File: config.mk
export PLATFORM = sky130hd
export DESIGN_NAME = matmul_result_collector
export DESIGN_NICKNAME = d
export VERILOG_FILES = /design/src/rtl/matmul_pkg.sv /design/src/rtl/result_fifo.sv /design/src/rtl/matmul_result_collector.sv
export SDC_FILE = /design/constraint.sdc
export NUM_CORES = 1
export LEC_CHECK = 0
export ABC_AREA = 0
export BUFFER_PORTS_ARGS = -buffer_cell sky130_fd_sc_hd__buf_2
export CAP_MARGIN = 20
export CORE_MARGIN = 2
export CORE_UTILIZATION = 55
export CTS_CLUSTER_DIAMETER = 30
export CTS_CLUSTER_SIZE = 16
export DETAILED_ROUTE_END_ITERATION = 8
export PLACE_DENSITY = 0.75
export SLEW_MARGIN = 25
export SYNTH_ARGS = -nofsm -noshare
export SYNTH_HDL_FRONTEND = slang
export SYNTH_SLANG_ARGS = --single-unit
File: constraint.sdc
create_clock -name clk -period 5.5 [get_ports clk]
set_input_delay 0 -clock clk [delete_from_list [all_inputs] [get_ports clk]]
set_output_delay 0 -clock clk [all_outputs]
set_load 0.005 [all_outputs]
File: src/rtl/matmul_pkg.sv
// Shared types, constants and beat-decode helpers for the matmul result collector.
package matmul_pkg;

    typedef enum logic [1:0] {
        CAP_IDLE,
        CAP_GOT_B1,
        CAP_COMMIT,
        CAP_WAIT_LOW
    } cap_state_e;

    localparam logic [7:0] BEAT_OE_ON = 8'hFF;
    localparam int         ELEM_W     = 8;
    localparam int         MAT_W      = 4 * ELEM_W;

    // The tile splits each element across the two pins: high nibble on uio, low nibble on uo.
    function automatic logic [ELEM_W-1:0] decode_hi(input logic [7:0] uo, input logic [7:0] uio);
        return {uio[7:4], uo[7:4]};
    endfunction

    function automatic logic [ELEM_W-1:0] decode_lo(input logic [7:0] uo, input logic [7:0] uio);
        return {uio[3:0], uo[3:0]};
    endfunction

endpackage

File: src/rtl/result_fifo.sv
// Small FIFO of whole result matrices; push is ignored when full, pop when empty.
module result_fifo #(
    parameter int  WIDTH = 32,
    parameter int  DEPTH = 2,
    localparam int CW    = $clog2(DEPTH + 1)
) (
    input  logic             clk,
    input  logic             rst_n,
    input  logic             push,
    input  logic [WIDTH-1:0] push_data,
    input  logic             pop,
    output logic [WIDTH-1:0] pop_data,
    output logic             full,
    output logic             empty,
    output logic [CW-1:0]    count
);

    localparam int PTR_W = (DEPTH > 1) ? $clog2(DEPTH) : 1;

    logic [WIDTH-1:0] mem_q [DEPTH];
    logic [PTR_W-1:0] wr_ptr_q;
    logic [PTR_W-1:0] rd_ptr_q;
    logic [CW-1:0]    count_q;
    logic             push_en;
    logic             pop_en;

    function automatic logic [PTR_W-1:0] ptr_inc(input logic [PTR_W-1:0] p);
        return (p == PTR_W'(DEPTH - 1)) ? '0 : p + PTR_W'(1);
    endfunction

    assign full     = (count_q == CW'(DEPTH));
    assign empty    = (count_q == '0);
    assign push_en  = push && !full;
    assign pop_en   = pop && !empty;
    assign pop_data = mem_q[rd_ptr_q];
    assign count    = count_q;

    // NOTE: storage is not reset; occupancy is governed by count_q, so stale words are never read as valid.
    always_ff @(posedge clk) begin
        if (push_en) begin
            mem_q[wr_ptr_q] <= push_data;
        end
    end

    // NOTE: sequential state uses non-blocking assignments so every register samples pre-edge values.
    always_ff @(posedge clk or negedge rst_n) begin
        if (!rst_n) begin
            wr_ptr_q <= '0;
            rd_ptr_q <= '0;
            count_q  <= '0;
        end else begin
            if (push_en) wr_ptr_q <= ptr_inc(wr_ptr_q);
            if (pop_en)  rd_ptr_q <= ptr_inc(rd_ptr_q);
            if (push_en && !pop_en) begin
                count_q <= count_q + CW'(1);
            end else if (!push_en && pop_en) begin
                count_q <= count_q - CW'(1);
            end
        end
    end

endmodule

File: src/rtl/matmul_result_collector.sv
// Snoops the 2x2 systolic tile outputs, rebuilds result matrices from two beats,
// queues them and streams elements out over valid/ready with error status.
module matmul_result_collector
    import matmul_pkg::*;
#(
    parameter int DEPTH = 2,
    parameter int CNT_W = 8
) (
    input  logic                       clk,
    input  logic                       rst_n,
    input  logic [7:0]                 in_uo,
    input  logic [7:0]                 in_uio,
    input  logic [7:0]                 in_oe,
    output logic                       res_valid,
    input  logic                       res_ready,
    output logic [ELEM_W-1:0]          res_data,
    output logic [1:0]                 res_idx,
    output logic                       res_last,
    output logic [$clog2(DEPTH+1)-1:0] fifo_count,
    output logic                       proto_err,
    output logic [CNT_W-1:0]           drop_cnt,
    input  logic                       clr_err
);

    logic [7:0]              uo_q, uio_q;
    logic                    beat_q;
    cap_state_e              state_q, state_d;
    logic [2*ELEM_W-1:0]     b1_q, b1_d, b2_q, b2_d;
    logic [2*ELEM_W-1:0]     beat_word;
    logic                    perr_q, perr_d;
    logic [CNT_W-1:0]        drop_q, drop_d;
    logic [1:0]              elem_q, elem_d;
    logic                    push, pop, err_evt, drop_evt, xfer;
    logic                    fifo_full, fifo_empty;
    logic [MAT_W-1:0]        head_mat;
    logic [3:0][ELEM_W-1:0]  head;

    assign beat_word = {decode_hi(uo_q, uio_q), decode_lo(uo_q, uio_q)};

    always_ff @(posedge clk or negedge rst_n) begin
        if (!rst_n) begin
            uo_q    <= '0;
            uio_q   <= '0;
            beat_q  <= 1'b0;
            state_q <= CAP_IDLE;
            b1_q    <= '0;
            b2_q    <= '0;
            perr_q  <= 1'b0;
            drop_q  <= '0;
            elem_q  <= '0;
        end else begin
            uo_q    <= in_uo;
            uio_q   <= in_uio;
            beat_q  <= (in_oe == BEAT_OE_ON);
            state_q <= state_d;
            b1_q    <= b1_d;
            b2_q    <= b2_d;
            perr_q  <= perr_d;
            drop_q  <= drop_d;
            elem_q  <= elem_d;
        end
    end

    // NOTE: every signal gets a default before the case so no path can infer a latch.
    always_comb begin
        state_d  = state_q;
        b1_d     = b1_q;
        b2_d     = b2_q;
        push     = 1'b0;
        drop_evt = 1'b0;
        err_evt  = 1'b0;
        case (state_q)
            CAP_IDLE: begin
                if (beat_q) begin
                    b1_d    = beat_word;
                    state_d = CAP_GOT_B1;
                end
            end
            CAP_GOT_B1: begin
                if (beat_q) begin
                    b2_d    = beat_word;
                    state_d = CAP_COMMIT;
                end else begin
                    err_evt = 1'b1;
                    state_d = CAP_IDLE;
                end
            end
            CAP_COMMIT: begin
                // Room is judged on the occupancy seen now; a same-cycle pop does not help.
                if (!fifo_full) push     = 1'b1;
                else            drop_evt = 1'b1;
                if (beat_q) begin
                    err_evt = 1'b1;
                    state_d = CAP_WAIT_LOW;
                end else begin
                    state_d = CAP_IDLE;
                end
            end
            CAP_WAIT_LOW: begin
                if (!beat_q) state_d = CAP_IDLE;
            end
            default: state_d = CAP_IDLE;
        endcase
    end

    // A new event in the same cycle as clr_err wins over the clear.
    always_comb begin
        perr_d = clr_err ? 1'b0 : perr_q;
        if (err_evt) perr_d = 1'b1;
        drop_d = clr_err ? '0 : drop_q;
        if (drop_evt && (drop_d != '1)) drop_d = drop_d + CNT_W'(1);
        xfer   = res_valid && res_ready;
        elem_d = xfer ? elem_q + 2'd1 : elem_q;
        pop    = xfer && (elem_q == 2'd3);
    end

    result_fifo #(
        .WIDTH (MAT_W),
        .DEPTH (DEPTH)
    ) u_fifo (
        .clk       (clk),
        .rst_n     (rst_n),
        .push      (push),
        .push_data ({b1_q, b2_q}),
        .pop       (pop),
        .pop_data  (head_mat),
        .full      (fifo_full),
        .empty     (fifo_empty),
        .count     (fifo_count)
    );

    assign head      = head_mat;
    assign res_valid = !fifo_empty;
    assign res_data  = res_valid ? head[2'd3 - elem_q] : '0;
    assign res_idx   = elem_q;
    assign res_last  = res_valid && (elem_q == 2'd3);
    assign proto_err = perr_q;
    assign drop_cnt  = drop_q;

endmodule

# == After elaboration in Yosys (flattened, before gate mapping) ==
# Memories as Yosys holds them, arrays and structs flattened.
# Index checks and enable logic that the tools add are counted.
# Widths: inputs -> output; s select.
# word_totals
register_bits,66
ramBits,64
input_bits,28
output_inout_bits,23
elab_cells,74
n_memories,1
# mem_list
name,depth,word_bits,rd,rd_clocked_by_memory_dff,wr,line,source
u_fifo.mem_q,2,32,1,0,1,result_fifo.sv:20,logic [WIDTH-1:0] mem_q [DEPTH];
# classes
add_sub_neg,7
magnitude_cmp,1
eq_ne,9
n_mux,25
n_reduce_logical,19
# ops
op,count
$mux 8,4
$bmux 8 s2,1
$mux 1,12
$mux 2,6
$add 8x1->8 const B,1
$eq 2x2->1 const B,4
$eq 8x8->1 const B,1
$logic_and 1x1->1,8
$ne 8x8->1 const B,1
$pmux 2 s4,1
$reduce_and 2->1,3
$add 2x1->2 const B,2
$logic_not 1->1,4
$logic_not 2->1,2
$ne 2x2->1 const B,2
$reduce_bool 2->1,2
$lt 2x3->1 const B,1
$add 1x1->1 const B,2
$eq 2x1->1 const B,1
$pmux 1 s2,1
$sub 2x1->2 const B,1
$sub 2x2->2 const A,1

# == Logic depth before layout (Yosys ltp) ==
# depth
word_depth,8
depth_mapped,7
ltp_nobuf,7

# == Cells and area by module ==
# From an unflattened synthesis, not the netlist that was laid out.
# unflattened
hier_cells,294
area_unflattened_um2,5280.1
# modules_own_cells
module,instances,cells_each,area_each_um2,seq_area_each_um2
result_fifo,1,119,2658.8,2021.9
matmul_result_collector,1,175,2621.3,1551.5

# == Worst setup path after synthesis ==
# OpenSTA, ideal clock, no wires.
# synth_path
path_kind,register -> register
from,reg state_q[0]
to,mem u_fifo.mem_q[0][0] (enable)
setup_time_ns,0.421
arrival_time_ns,2.100
required_time_ns,5.079
slack_ns,2.979
path_stages_with_launch,4
path_buffers,1
period_less_slack_ns,2.521
cell_sequence,dfrtp_1 > buf_2 > nand3b_1 > nor2_1
# synth_between
elab_chain_cells,5
# synth_rtl
item,line,source
start: declaration,matmul_result_collector.sv:27,"cap_state_e state_q, state_d;"
start signal: assignment,matmul_result_collector.sv:55,state_q <= state_d;
$eq 2x2->1,matmul_result_collector.sv:72,case (state_q)
$mux 1,matmul_result_collector.sv:72,
$logic_and 1x1->1,result_fifo.sv:33,assign push_en = push && !full;
$mux 1,result_fifo.sv:40,if (push_en) begin
$mux 1 (implied by the code),result_fifo.sv:41,mem_q[wr_ptr_q] <= push_data;
end: declaration,result_fifo.sv:20,
# No other way between the ends.

# == Worst setup path in the final report ==
# layout_path
from,reg u_fifo.rd_ptr_q
to,out res_data[3]
# layout_between
elab_chain_cells,4
# layout_rtl
item,line,source
start: declaration,result_fifo.sv:22,logic [PTR_W-1:0] rd_ptr_q;
start signal: assignment,result_fifo.sv:53,if (pop_en) rd_ptr_q <= ptr_inc(rd_ptr_q);
$mem_v2 2x32,-,
$bmux 8 s2,matmul_result_collector.sv:134,assign res_data = res_valid ? head[2'd3 - elem_q] : '0;
$mux 8 (implied by the code),matmul_result_collector.sv:134,
$mux 8,matmul_result_collector.sv:134,
end: declaration,matmul_result_collector.sv:16,"output logic [ELEM_W-1:0] res_data,"
# No other way between the ends. The select of a mux whose other input is x is not followed.

==> key figures <==
Final layout
  – Final Util: 0.705
  – Fill cell count: between 500 and 600
  – Reg area: between 3000 and 4000 um^2
  – Layout cells sized above 1: 0.356
  – Diode count: 0
  – Layout Nets: about 380
  – Area taken by multi-input logic gates: 1350 um^2
  – Area Overhead vs Synth: 23.3%

STA
  – Final critical-path share of the clock period: 0.469
  – RSZ-0062 raised after global routing: no
  – Min cycle time layout: roughly 2.6 ns
  – Max Freq: 388 MHz
  – Worst-margin pin slew: about 1.0 ns
  – Slew margin rel.: 0.332
  – TNS Setup: 0 ns
  – Clk_skew: 0.00765 ns
  – Hold Vio Cnt, Final: 0
  – Final setup vio count: 0
  – Max Transition Viols Final: 0

Synth
  – EDFF count, synth: 64
  – Syn_area_per_cell: ~19 um^2
  – Yosys top cell area share: 0.384
  – Yosys warns: 0
  – Share of the yosys chip area belonging to registers: 0.713
  – Synth cell types: between 40 and 50
  – Synth top area cells: edfxtp_1, dfrtp_1, mux2_2, mux4_2, mux4_1
  – Post-synth top cells: dfrtp_1, edfxtp_1, mux2_2
  – Flops & latches, synth: 130
  – Synth Flop Type: dfrtp_1
  – Asr flop ratio synth: 0.508
  – Synth area leader: edfxtp_1
  – Most common cell in the netlist: dfrtp_1
  – Mapped cell area: 5010 um^2
  – Cells after synthesis: 269
  – Mapped Nets: 300

Placed design
  – Number of port buffers: 50
  – Placer Congestion: 0.849
  – HPWL after DPL: 4.92 mm

GRT
  – Initial antenna violation count: 0
  – Largest net degree at the start of global routing: 67
  – Gr usage total: 0.195
  – Global-route wire length before repair: 14.2 mm
  – Total congestion overflow: 0
  – Vias in the first global route: 2758

Worst setup path
  – Cells on worst reg2reg path: 6
  – Setup CP Type: flip-flop to output pin
  – Crit-path max FO: 17
  – Critical Path RT: 5.50 ns
  – Setup slack, reg-to-reg: roughly 3.5 ns
  – Arrival @ worst endpoint: roughly 2.6 ns
  – Startpoint types: flip-flop
  – Worst Setup End Kind: output pin

Flow run
  – Maximum Capacitance Violations: 0

Floorplanning
  – Die area: 9890 um^2
  – Die W: approximately 99 um
  – Starting density of the core: 0.572
  – Die H: 99.5 um
  – Core area: 8760 um^2
  – Num rows: 34
  – Top-Level Pins: 51

Drt
  – Post-Route WL: ~8.4 mm
  – Vias/cell: 5.55
  – First-pass detailed-route iteration total: 4
  – Via count of the routed design: 2623
  – Wire length per cell: 17.7 um
  – DR iter-0 viols: 87
  – DR DRC count: 0
  – Number of antenna-violating nets in the routed design: 0

Power
  – Lkg Pwr: 2.76 nW
  – Power Dens Cells: 361 nW/um^2
  – VDD IR max: 0.414 mV

Clock tree
  – Latest clock arrival within the worst-skew pair: 0.52 ns
  – Postcts setup bufs: 0
  – Clk sinks: 130
  – TritonCTS Buffers: 17
  – Root cell of the clock tree: clkbuf_8
  – Clock tree from TritonCTS: done
  – H-tree depth: 4
  – Max clock buf depth: 2
  – Clock slew seen by the registers of the worst setup and hold paths: roughly 0.06 ns

Run status
  – Outcome: finished clean

Hold path
  – Hold path cells: 2
  – Worst hold-check path type: input port to flip-flop
logic make-up (layout without fill, tap and decap cells):
kind of cell / after synthesis / in the layout / share of synthesized area
multiplexers: 52 / 52 / 0.158
flip-flops: 130 / 130 / 0.713
AO/OA/AOI/OAI: 23 / 23 / 0.0347
AND/OR/NAND/NOR: 42 / 42 / 0.0574
adder cells (fa/ha/maj): 3 / 3 / 0.00749
XOR/XNOR: 7 / 7 / 0.0122
buffers and inverters: 12 / 108 / 0.0172
worst max-delay path, cell delays in order, from the launching register on:
cell and delay [ns]:
dfrtp_1 1.00, mux4_1 0.68, a22o_1 0.25, buf_2 0.13
cell type report:
| type | instances | area share |
|---|---|---|
| repair buffers | 75 | 0.0798 |
| multi-input cells | 127 | 0.219 |
| flip-flops and latches | 130 | 0.578 |
| clock inverters | 12 | 0.0227 |
| clock buffers | 20 | 0.0774 |
| inverters | 1 | 0.000608 |
| well taps | 108 | 0.0219 |
registers in the layout, summed over array words and instances, names as in the netlist, 2 cells and up:
| name | count |
|---|---|
| drop_cnt | 8 |
| uio_q | 8 |
| u_fifo.mem_q | 64 |
| b2_q | 16 |
| state_q | 2 |
| uo_q | 8 |
| u_fifo.count | 2 |
| b1_q | 16 |
| res_idx | 2 |
path summary, 6_finish.rpt:
check	start	to
max	u_fifo.rd_ptr_q	res_data[3]
min	in_uo[7]	uo_q[7]
max reg2reg	res_idx[0]	u_fifo.count[1]
min reg2reg	b1_q[0]	u_fifo.mem_q[0][16]
max in group asynchronous	rst_n	b1_q[8]
min in group asynchronous	rst_n	drop_cnt[3]
stage by stage:
stage,setup slack (ns),area (um^2),std cells,hold slack (ns),power (W)
3_3_place_gp,3.50,5340,419,0.108,0.00110
2_1_floorplan,2.98,5010,269,-0.296,0.00108
6_report,2.92,6180,473,0.113,0.00223
4_1_cts,2.87,6180,473,0.0843,0.00225
3_5_place_dp,3.47,5340,419,0.110,0.00110
5_1_grt,2.78,6180,473,0.101,0.00230
per-layer routing:
| layer | GRT usage | wire length [um] |
|---|---|---|
| met5 | 0 | 0 |
| met4 | 0.0822 | 120 |
| met3 | 0.0611 | 299 |
| met2 | 0.315 | 4370 |
| met1 | 0.248 | 3580 |
power breakdown:
| part | internal (W) | switching, W |
|---|---|---|
| registers | 0.00104 | 0.0000124 |
| clock network | 0.000719 | 0.000418 |
| logic | 0.0000264 | 0.0000184 |
what timing repair did:
action,CTS,global route
gates resized for setup,0,0
hold buffers,22,0
endpoints found under the hold margin,96,0
layout by cell type, fill, tap and decap left out, types with 4 or more instances in the layout:
cell type,count
mux2_2,31
nand4_1,4
mux4_2,9
a31oi_1,4
and2_1,5
dfrtp_1,66
xnor2_1,5
buf_2,50
nor2b_1,5
mux4_1,7
dlygate4sd3_1,22
edfxtp_1,64
a22o_1,8
clkbuf_16,18
mux2_1,4
nand2b_1,4
nor2_1,4
inv_6,5
No activity file was read; power rests on OpenSTA's default activity.
